==> config.mk <==
export PLATFORM = sky130hd
export DESIGN_NAME = rv32i_instr_encoder
export DESIGN_NICKNAME = d
export VERILOG_FILES = /design/src/rtl/rv32i_instr_encoder.sv
export SDC_FILE = /design/constraint.sdc
export NUM_CORES = 1
export LEC_CHECK = 0
export CAP_MARGIN = 30
export CORE_AREA = 2 2 136 138
export DETAILED_ROUTE_END_ITERATION = 8
export DIE_AREA = 0 0 138 140
export GPL_TIMING_DRIVEN = 0
export PLACE_DENSITY_LB_ADDON = 0.2
export SLEW_MARGIN = 20
export SYNTH_ARGS = -nofsm -noshare
export SYNTH_HDL_FRONTEND = slang
export SYNTH_SLANG_ARGS = --single-unit
==> constraint.sdc <==
create_clock -name clk -period 2.2 [get_ports clk]
set_input_delay 0.33 -clock clk [delete_from_list [all_inputs] [get_ports clk]]
set_output_delay 0.33 -clock clk [all_outputs]
set_load 0.005 [all_outputs]
==> src/rtl/rv32i_instr_encoder.sv <==
// Streaming RV32I encoder: packs field-level requests into 32-bit instruction words
// with byte addresses, substituting a flagged NOP for illegal requests.
module rv32i_instr_encoder #(
    parameter int                ADDR_W    = 32,
    parameter logic [ADDR_W-1:0] BASE_ADDR = '0,
    parameter int                ERR_W     = 8
) (
    input  logic              clk,
    input  logic              rst_n,
    input  logic              clr,
    input  logic              in_valid,
    output logic              in_ready,
    input  logic [6:0]        in_opcode,
    input  logic [2:0]        in_funct3,
    input  logic [6:0]        in_funct7,
    input  logic [4:0]        in_rd,
    input  logic [4:0]        in_rs1,
    input  logic [4:0]        in_rs2,
    input  logic [31:0]       in_imm,
    output logic              out_valid,
    input  logic              out_ready,
    output logic [31:0]       out_instr,
    output logic [ADDR_W-1:0] out_addr,
    output logic              out_err,
    output logic [ERR_W-1:0]  err_cnt
);

    localparam logic [31:0] NOP = 32'h0000_0013;

    typedef enum logic [2:0] {
        FMT_R,
        FMT_I,
        FMT_S,
        FMT_B,
        FMT_U,
        FMT_J,
        FMT_BAD
    } fmt_e;

    fmt_e        fmt;
    logic        is_shift;
    logic        fits12;
    logic        fits13;
    logic        fits21;
    logic [11:0] imm_i;
    logic [31:0] enc_word;
    logic        enc_legal;

    logic [31:0]       mem_instr [0:1];
    logic [ADDR_W-1:0] mem_addr  [0:1];
    logic              mem_err   [0:1];
    logic              rd_ptr;
    logic              wr_ptr;
    logic [1:0]        count;
    logic [ADDR_W-1:0] next_addr;
    logic [ERR_W-1:0]  err_q;
    logic              push;
    logic              pop;

    always_comb begin
        fmt = FMT_BAD;
        case (in_opcode)
            7'b0110011:                                     fmt = FMT_R;
            7'b0010011, 7'b0000011, 7'b0001111, 7'b1100111: fmt = FMT_I;
            7'b0100011:                                     fmt = FMT_S;
            7'b1100011:                                     fmt = FMT_B;
            7'b0110111, 7'b0010111:                         fmt = FMT_U;
            7'b1101111:                                     fmt = FMT_J;
            default:                                        fmt = FMT_BAD;
        endcase
    end

    // Range checks: the upper bits must all replicate the top bit of the encodable field.
    always_comb begin
        is_shift = (in_opcode == 7'b0010011) && (in_funct3 == 3'b001 || in_funct3 == 3'b101);
        fits12   = (in_imm[31:11] == {21{in_imm[11]}});
        fits13   = (in_imm[31:12] == {20{in_imm[12]}});
        fits21   = (in_imm[31:20] == {12{in_imm[20]}});
        imm_i    = is_shift ? {1'b0, in_funct7[5], 5'b0, in_imm[4:0]} : in_imm[11:0];
    end

    always_comb begin
        enc_word  = NOP;
        enc_legal = 1'b0;
        case (fmt)
            FMT_R: begin
                enc_legal = 1'b1;
                enc_word  = {in_funct7, in_rs2, in_rs1, in_funct3, in_rd, in_opcode};
            end
            FMT_I: begin
                enc_legal = is_shift || fits12;
                enc_word  = {imm_i, in_rs1, in_funct3, in_rd, in_opcode};
            end
            FMT_S: begin
                enc_legal = fits12;
                enc_word  = {in_imm[11:5], in_rs2, in_rs1, in_funct3, in_imm[4:0], in_opcode};
            end
            FMT_B: begin
                enc_legal = fits13 && !in_imm[0];
                enc_word  = {in_imm[12], in_imm[10:5], in_rs2, in_rs1, in_funct3,
                             in_imm[4:1], in_imm[11], in_opcode};
            end
            FMT_U: begin
                enc_legal = (in_imm[11:0] == 12'd0);
                enc_word  = {in_imm[31:12], in_rd, in_opcode};
            end
            FMT_J: begin
                enc_legal = fits21 && !in_imm[0];
                enc_word  = {in_imm[20], in_imm[10:1], in_imm[11], in_imm[19:12], in_rd, in_opcode};
            end
            default: begin
                enc_legal = 1'b0;
                enc_word  = NOP;
            end
        endcase
        if (!enc_legal) begin
            enc_word = NOP;
        end
    end

    assign in_ready  = (count != 2'd2);
    assign out_valid = (count != 2'd0);
    assign push      = in_valid && in_ready && !clr;
    assign pop       = out_valid && out_ready && !clr;

    assign out_instr = mem_instr[rd_ptr];
    assign out_addr  = mem_addr[rd_ptr];
    assign out_err   = mem_err[rd_ptr];
    assign err_cnt   = err_q;

    always_ff @(posedge clk or negedge rst_n) begin
        if (!rst_n) begin
            for (int i = 0; i < 2; i++) begin
                mem_instr[i] <= '0;
                mem_addr[i]  <= '0;
                mem_err[i]   <= 1'b0;
            end
        end else if (push) begin
            mem_instr[wr_ptr] <= enc_word;
            mem_addr[wr_ptr]  <= next_addr;
            mem_err[wr_ptr]   <= !enc_legal;
        end
    end

    always_ff @(posedge clk or negedge rst_n) begin
        if (!rst_n) begin
            rd_ptr <= 1'b0;
            wr_ptr <= 1'b0;
            count  <= 2'd0;
        end else if (clr) begin
            rd_ptr <= 1'b0;
            wr_ptr <= 1'b0;
            count  <= 2'd0;
        end else begin
            if (push) wr_ptr <= ~wr_ptr;
            if (pop)  rd_ptr <= ~rd_ptr;
            case ({push, pop})
                2'b10:   count <= count + 2'd1;
                2'b01:   count <= count - 2'd1;
                default: count <= count;
            endcase
        end
    end

    // Illegal requests still take an address slot, so the address advances on every push.
    always_ff @(posedge clk or negedge rst_n) begin
        if (!rst_n) begin
            next_addr <= BASE_ADDR;
            err_q     <= '0;
        end else if (clr) begin
            next_addr <= BASE_ADDR;
            err_q     <= '0;
        end else if (push) begin
            next_addr <= next_addr + ADDR_W'(4);
            if (!enc_legal && (err_q != '1)) begin
                err_q <= err_q + ERR_W'(1);
            end
        end
    end

endmodule

==> results of run 1 <==
state kept, by name, summed over array words and instances (netlist names):
signal,cells
mem_instr,64
mem_addr,60
next_addr,30
err_cnt,8
count,2
mem_err,2
rd_ptr,1
wr_ptr,1
per-layer routing:
layer | wire length [µm] | GRT usage [%] | part of all wire, % | up-vias
met2 | 12200 | 41.0 | 48 | 223
met5 | 0 | 0 | 0 | -
met1 | 11300 | 35.2 | 45 | 3765
li1 | - | - | - | 3561
met3 | 1110 | 4.14 | 4.4 | 56
met4 | 675 | 8.59 | 2.7 | 0
worst paths after layout:
path / startpoint / end / slack [ns] / depth (start not counted)
min: in_opcode[4] / mem_instr[36] / 0.29 / 3
min reg2reg: mem_addr[47] / mem_addr[47] / 0.47 / 2
max in group asynchronous: rst_n / mem_instr[42] / 0.85 / 3
min in group asynchronous: rst_n / mem_instr[48] / 0.48 / 2
max: in_opcode[6] / err_cnt[3] / -0.20 / 12
max reg2reg: count[0] / err_cnt[4] / 0.06 / 5
cells in the final DEF (no fill, tap or decap), types with 25 or more instances in the layout:
master           instances
dlygate4sd2_1           47
clkdlybuf4s15_1         25
nor2_1                  47
clkdlybuf4s50_1         56
a22o_1                  37
nand2_1                237
mux2_2                  63
buf_4                   69
dfrtp_1                167
clkbuf_16               27
layout make-up:
type / instances / area share [%]
Buffer: 49 / 3.54
Multi-Input combinational cell: 646 / 36.1
Clock buffer: 17 / 3.47
Inverter: 10 / 0.306
Tap cell: 229 / 2.34
Clock inverter: 15 / 1.46
Sequential cell: 168 / 34.3
Timing Repair Buffer: 232 / 18.5
repair_timing:
item,4_1_cts,5_1_grt
hold buffers,1,0
hold endpoints to repair,88,0
gates resized for setup,199,101
pin swaps,34,31
buffers inserted,61,19
endpoints found under the setup margin,179,172
cloned,9,2
logic make-up (layout without fill, tap and decap cells):
family / count (synthesis) / in the layout / share of synthesized area (%)
AOI/OAI and AO/OA: 152 / 152 / 13.0
xor gates and xnor gates: 25 / 25 / 2.60
adders and majority gates: 3 / 3 / 0.445
buffers and inverters: 63 / 323 / 3.25
DFF: 168 / 168 / 49.9
muxes: 71 / 71 / 9.63
other: 1 / 2 / 0.0445
and+or+nand+nor: 393 / 393 / 21.1
worst max-delay path, stage by stage:
cell and delay (ns):
buf_6 0.10, buf_6 0.12, and4b_1 0.20, o211ai_1 0.25, buf_4 0.18, ha_4 0.15
o21ai_2 0.07, o311a_4 0.36, o21a_4 0.17, bufbuf_16 0.27, or4_4 0.41, a21oi_2 0.14
where the power goes:
group	switching [W]	internal, W	leakage [nW]	total (W)
Sequential	0.0000345	0.00313	2.30	0.00317
Combinational	0.000450	0.000425	3.18	0.000875
Clock	0.00145	0.00153	0.285	0.00298
Total	0.00193	0.00509	5.77	0.00702
per-stage QoR:
stage / TNS (ns) / utilization (%)
after floorplan: -16.66 / -
after detailed placement: -129.44 / 57.8
after global placement: -1145.49 / 57.6
after global routing: -12.42 / 69.0
final: -7.35 / 69.0
after CTS: -0.848 / 66.5
==> impl_metrics.tcl, run 1 <==
set metrics [dict create \
    status "complete, but fails checks" \
    io-pin-count 144 \
    final.setup.worst_slack_ns -0.204 \
    setup_violations 67 \
    grt_pass1_vias 7478 \
    netlist.area_leader.share_pct 49.9 \
    synth-async-reset-ratio_pct 100 \
    fin_nets 1196 \
    dieHeight_um 140 \
    fmax_ghz 0.416 \
    fin_crit_sh_pct 109 \
    grt_pass1_wl_um 39700 \
    pwr_density_cell_nw_per_um2 573 \
    antenna_cells 0 \
    fp.dieArea_um2 19300 \
    ys.flop_type "dfrtp_1" \
    end_kind "register" \
    root_buffer "clkbuf_16" \
    p_leak_nw 5.77 \
    syn_inst 876 \
    setup.worst_path.class "primary input to register" \
    grt_max_degree 90 \
    wl_per_cell_um 18.5 \
    yosysMostFrequentCell "nand2_1" \
    antenna_found_initial 0 \
    syn-cell-area_um2 8430 \
    drtIter0Drc 571 \
    ys_seq_elements 168 \
    yosysWarningCount 0 \
    finalHoldViolCount 0 \
    required_ns 2.56 \
    design.core.area_um2 17800 \
    fin_crit_ns 2.40 \
    multi_input_area_um2 4430 \
    stdcell_count 1366 \
    failed_checks "setup timing" \
    fin_skew_ns 0.0104 \
    synth_cell_types 69 \
    fill_cells 1332 \
    area_growth_pct 45.5 \
    h-tree-depth 4 \
    slew_headroom_pct 54.5 \
    synth-seq-area-share_pct 49.9 \
    vias 7605 \
    die_x_um 138 \
    critPathLaunchType "primary input" \
    cts_tree "yes" \
    place.detailed.instances 1247 \
    num_rows 49 \
    first_pass_iters 5 \
    drv_cap 0 \
    hp-class "primary input to register" \
    clk_latency_ns 0.43 \
    design_area_um2 12300 \
    placed_cell_area_um2 10300 \
    synthTopCellsByCount "nand2_1, dfrtp_1, mux2_2" \
    synth-edff-count 0 \
    crit_arrival_ns 2.76 \
    pre_cts_ws_ns -1.40 \
    initial_core_util_pct 47.4 \
    irDropWorstVdd_mv 0.614 \
    syn_avg_cell_area_um2 9.62 \
    drc 0 \
    cts_max_path_buffers 2 \
    clk_pin_slew_ns 0.07 \
    worst_pin_slew_ns 0.682 \
    grt-ovfl-total 0 \
    totalWireLength_um 25300 \
    numCtsBuffers 17 \
    cts.sink_count 168 \
    avgViaCountPerCell 5.57 \
    yosysTopAreaCell "dfrtp_1" \
    drive_gt1_share_pct 27.4 \
    ant_nets 0 \
    finalPower_w 0.00702 \
    gp_congestion 0.876 \
    ys_top_cells_by_area "dfrtp_1, nand2_1, mux2_2" \
    hpwl_um 15700 \
    worstPathMaxFanout 6 \
    holdWs_ns 0.290 \
    grt_usage_pct 25.4 \
    seq_area_um2 4210 \
    rsz0062_at_grt "true" \
    drv_slew 0 \
    portBuffers 140 \
]
No activity file was read; power rests on OpenSTA's default activity.
==> inputs of run 2 (changes only) <==
--- a/config.mk
+++ b/config.mk
@@ -6,9 +6,10 @@
 export NUM_CORES = 1
 export LEC_CHECK = 0
 export CAP_MARGIN = 30
-export CORE_AREA = 2 2 136 138
+export CORE_AREA = 2 2 133 135
+export CTS_BUF_LIST = sky130_fd_sc_hd__clkbuf_2 sky130_fd_sc_hd__clkbuf_4 sky130_fd_sc_hd__clkbuf_8
 export DETAILED_ROUTE_END_ITERATION = 8
-export DIE_AREA = 0 0 138 140
+export DIE_AREA = 0 0 135 137
 export GPL_TIMING_DRIVEN = 0
 export PLACE_DENSITY_LB_ADDON = 0.2
 export SLEW_MARGIN = 20
==> run 2 against run 1 <==
  * The run still ends with setup timing left
  * First-iteration DRC count is 1.6% higher
  * Clock power is 21% lower
  * Clock-buffer cell count stayed put
  * Maximum frequency is 2.0% higher
  * Sequential share of layout area is 1.6 points higher
  * Final cell count is 2.0% lower
  * Flip-flop and latch count stayed put
  * Non-clock buffer count is 23 lower
  * Combinational power is 6.7% lower
  * Register-to-register slack better by 0.07 ns
  * Core utilization is 0.29 points lower
  * Highest routed layer unchanged
==> impl_metrics.tcl, run 2 (synthesized netlist as in run 1, its figures left out) <==
set metrics [dict create \
    final.setup.worst_slack_ns -0.157 \
    grt-ovfl-total 0 \
    clk_pin_slew_ns 0.09 \
    ant_nets 0 \
    setup_violations 59 \
    grt_max_degree 86 \
    cts_max_path_buffers 2 \
    pre_cts_ws_ns -1.39 \
    status "complete, but fails checks" \
    failed_checks "setup timing" \
    die_x_um 135 \
    largest_reg_flops 64 \
    grt_usage_pct 26.9 \
    drv_cap 0 \
    placed_cell_area_um2 10300 \
    vias 7442 \
    fin_crit_sh_pct 107 \
    numCtsBuffers 17 \
    avgViaCountPerCell 5.56 \
    drc 0 \
    totalWireLength_um 24300 \
    io-pin-count 144 \
    top_register "mem_instr" \
    fill_cells 1326 \
    grt_pass1_vias 7380 \
    pwr_density_cell_nw_per_um2 540 \
    required_ns 2.55 \
    holdWs_ns 0.176 \
    p_leak_nw 5.48 \
    fmax_ghz 0.424 \
    antenna_cells 0 \
    post-route-util_pct 68.7 \
    end_kind "register" \
    wl_met1_um 10900 \
    worstPathMaxFanout 5 \
    antenna_found_initial 0 \
    met2WireLength_um 11800 \
    grt_pass1_wl_um 38900 \
    slew_headroom_pct 56.7 \
    drive_gt1_share_pct 27.7 \
    irDropWorstVdd_mv 0.406 \
    top_regs "mem_instr: 64 flops, mem_addr: 60 flops, next_addr: 30 flops" \
    fin_skew_ns 0.00966 \
    hpwl_um 15500 \
    h-tree-depth 4 \
    setup.worst_path.class "primary input to register" \
    top_layer "met4" \
    drtIter0Drc 580 \
    root_buffer "clkbuf_8" \
    crit_arrival_ns 2.71 \
    setup_tns_ns -2.93 \
    finalHoldViolCount 0 \
    critPathLaunchType "primary input" \
    num_rows 48 \
    final_cell_mix "nand2_1, dfrtp_1, buf_4" \
    clk_latency_ns 0.47 \
    fin_nets 1173 \
    area_growth_pct 39.0 \
    fin_crit_ns 2.36 \
    rsz0062_at_grt "true" \
    gp_congestion 0.846 \
    worst_pin_slew_ns 0.649 \
    layout_commonest_cell "nand2_1" \
    cts.sink_count 168 \
    portBuffers 140 \
    wl_per_cell_um 18.1 \
    fp.dieArea_um2 18500 \
    cts_tree "yes" \
    design.core.area_um2 17100 \
    dieHeight_um 137 \
    hp-class "primary input to register" \
    drv_slew 0 \
    met3RoutedLength_um 1060 \
    initial_core_util_pct 49.4 \
    first_pass_iters 7 \
    design_area_um2 11700 \
]
## run 2: repair_timing
item	CTS	global route
buffers inserted	51	16
pin swaps	40	48
cloned	4	1
setup endpoints to repair	164	103
gates resized for setup	199	118
hold endpoints to repair	83	0
hold buffers	1	0
## run 2: critical path: stages
cell      delay [ns]
buf_8           0.10
buf_8           0.12
and4b_1         0.19
o211ai_1        0.22
buf_4           0.18
ha_4            0.18
o21a_4          0.16
a31oi_4         0.09
a32o_2          0.35
buf_8           0.16
nor4b_4         0.31
mux2_4          0.32
## run 2: layout make-up
class	count	area (µm²)	area share [%]
Buffer	44	368	3.14
Clock inverter	15	184	1.57
Timing Repair Buffer	214	1940	16.5
Multi-Input combinational cell	646	4470	38.2
Sequential cell	168	4210	35.9
Tap cell	225	282	2.40
Inverter	10	37.5	0.320
Clock buffer	17	234	2.00
## run 2: stage by stage
step                      power (W)  cells
after global placement      0.00387   1242
after global routing        0.00655   1339
after floorplan             0.00351    877
after CTS                   0.00630   1328
final                       0.00632   1339
after detailed placement    0.00388   1243
## run 2: power by group
part | internal [W] | leakage (nW) | switching (W)
sequential | 0.00313 | 2.30 | 0.0000359
combinational | 0.000382 | 2.97 | 0.000434
clock | 0.00106 | 0.210 | 0.00128
total | 0.00457 | 5.48 | 0.00175
## run 2: final timing paths
path	start	endpoint	slack (ns)	cells past startpoint
max in group asynchronous	rst_n	mem_instr[57]	0.90	3
min in group asynchronous	rst_n	mem_instr[19]	0.43	2
setup / recovery	in_opcode[5]	err_cnt[2]	-0.16	12
hold reg to reg	mem_addr[5]	mem_addr[5]	0.48	2
setup reg to reg	count[0]	mem_instr[1]	0.13	8
hold / removal	in_opcode[0]	mem_instr[0]	0.18	3
## run 2: metal layers
metal  vias up  global-route usage [%]
li1       3513                       -
met1      3668                    37.7
met2       215                    43.4
met3        46                    4.74
met4         0                    7.81
met5         -                       0
==> inputs of run 3 (changes only) <==
--- a/config.mk
+++ b/config.mk
@@ -5,7 +5,7 @@
 export SDC_FILE = /design/constraint.sdc
 export NUM_CORES = 1
 export LEC_CHECK = 0
-export CAP_MARGIN = 30
+export CAP_MARGIN = 40
 export CORE_AREA = 2 2 133 135
 export CTS_BUF_LIST = sky130_fd_sc_hd__clkbuf_2 sky130_fd_sc_hd__clkbuf_4 sky130_fd_sc_hd__clkbuf_8
 export DETAILED_ROUTE_END_ITERATION = 8
==> results of run 3 <==
Same layout as run 2: the final DEF is identical, and so are final timing and power.
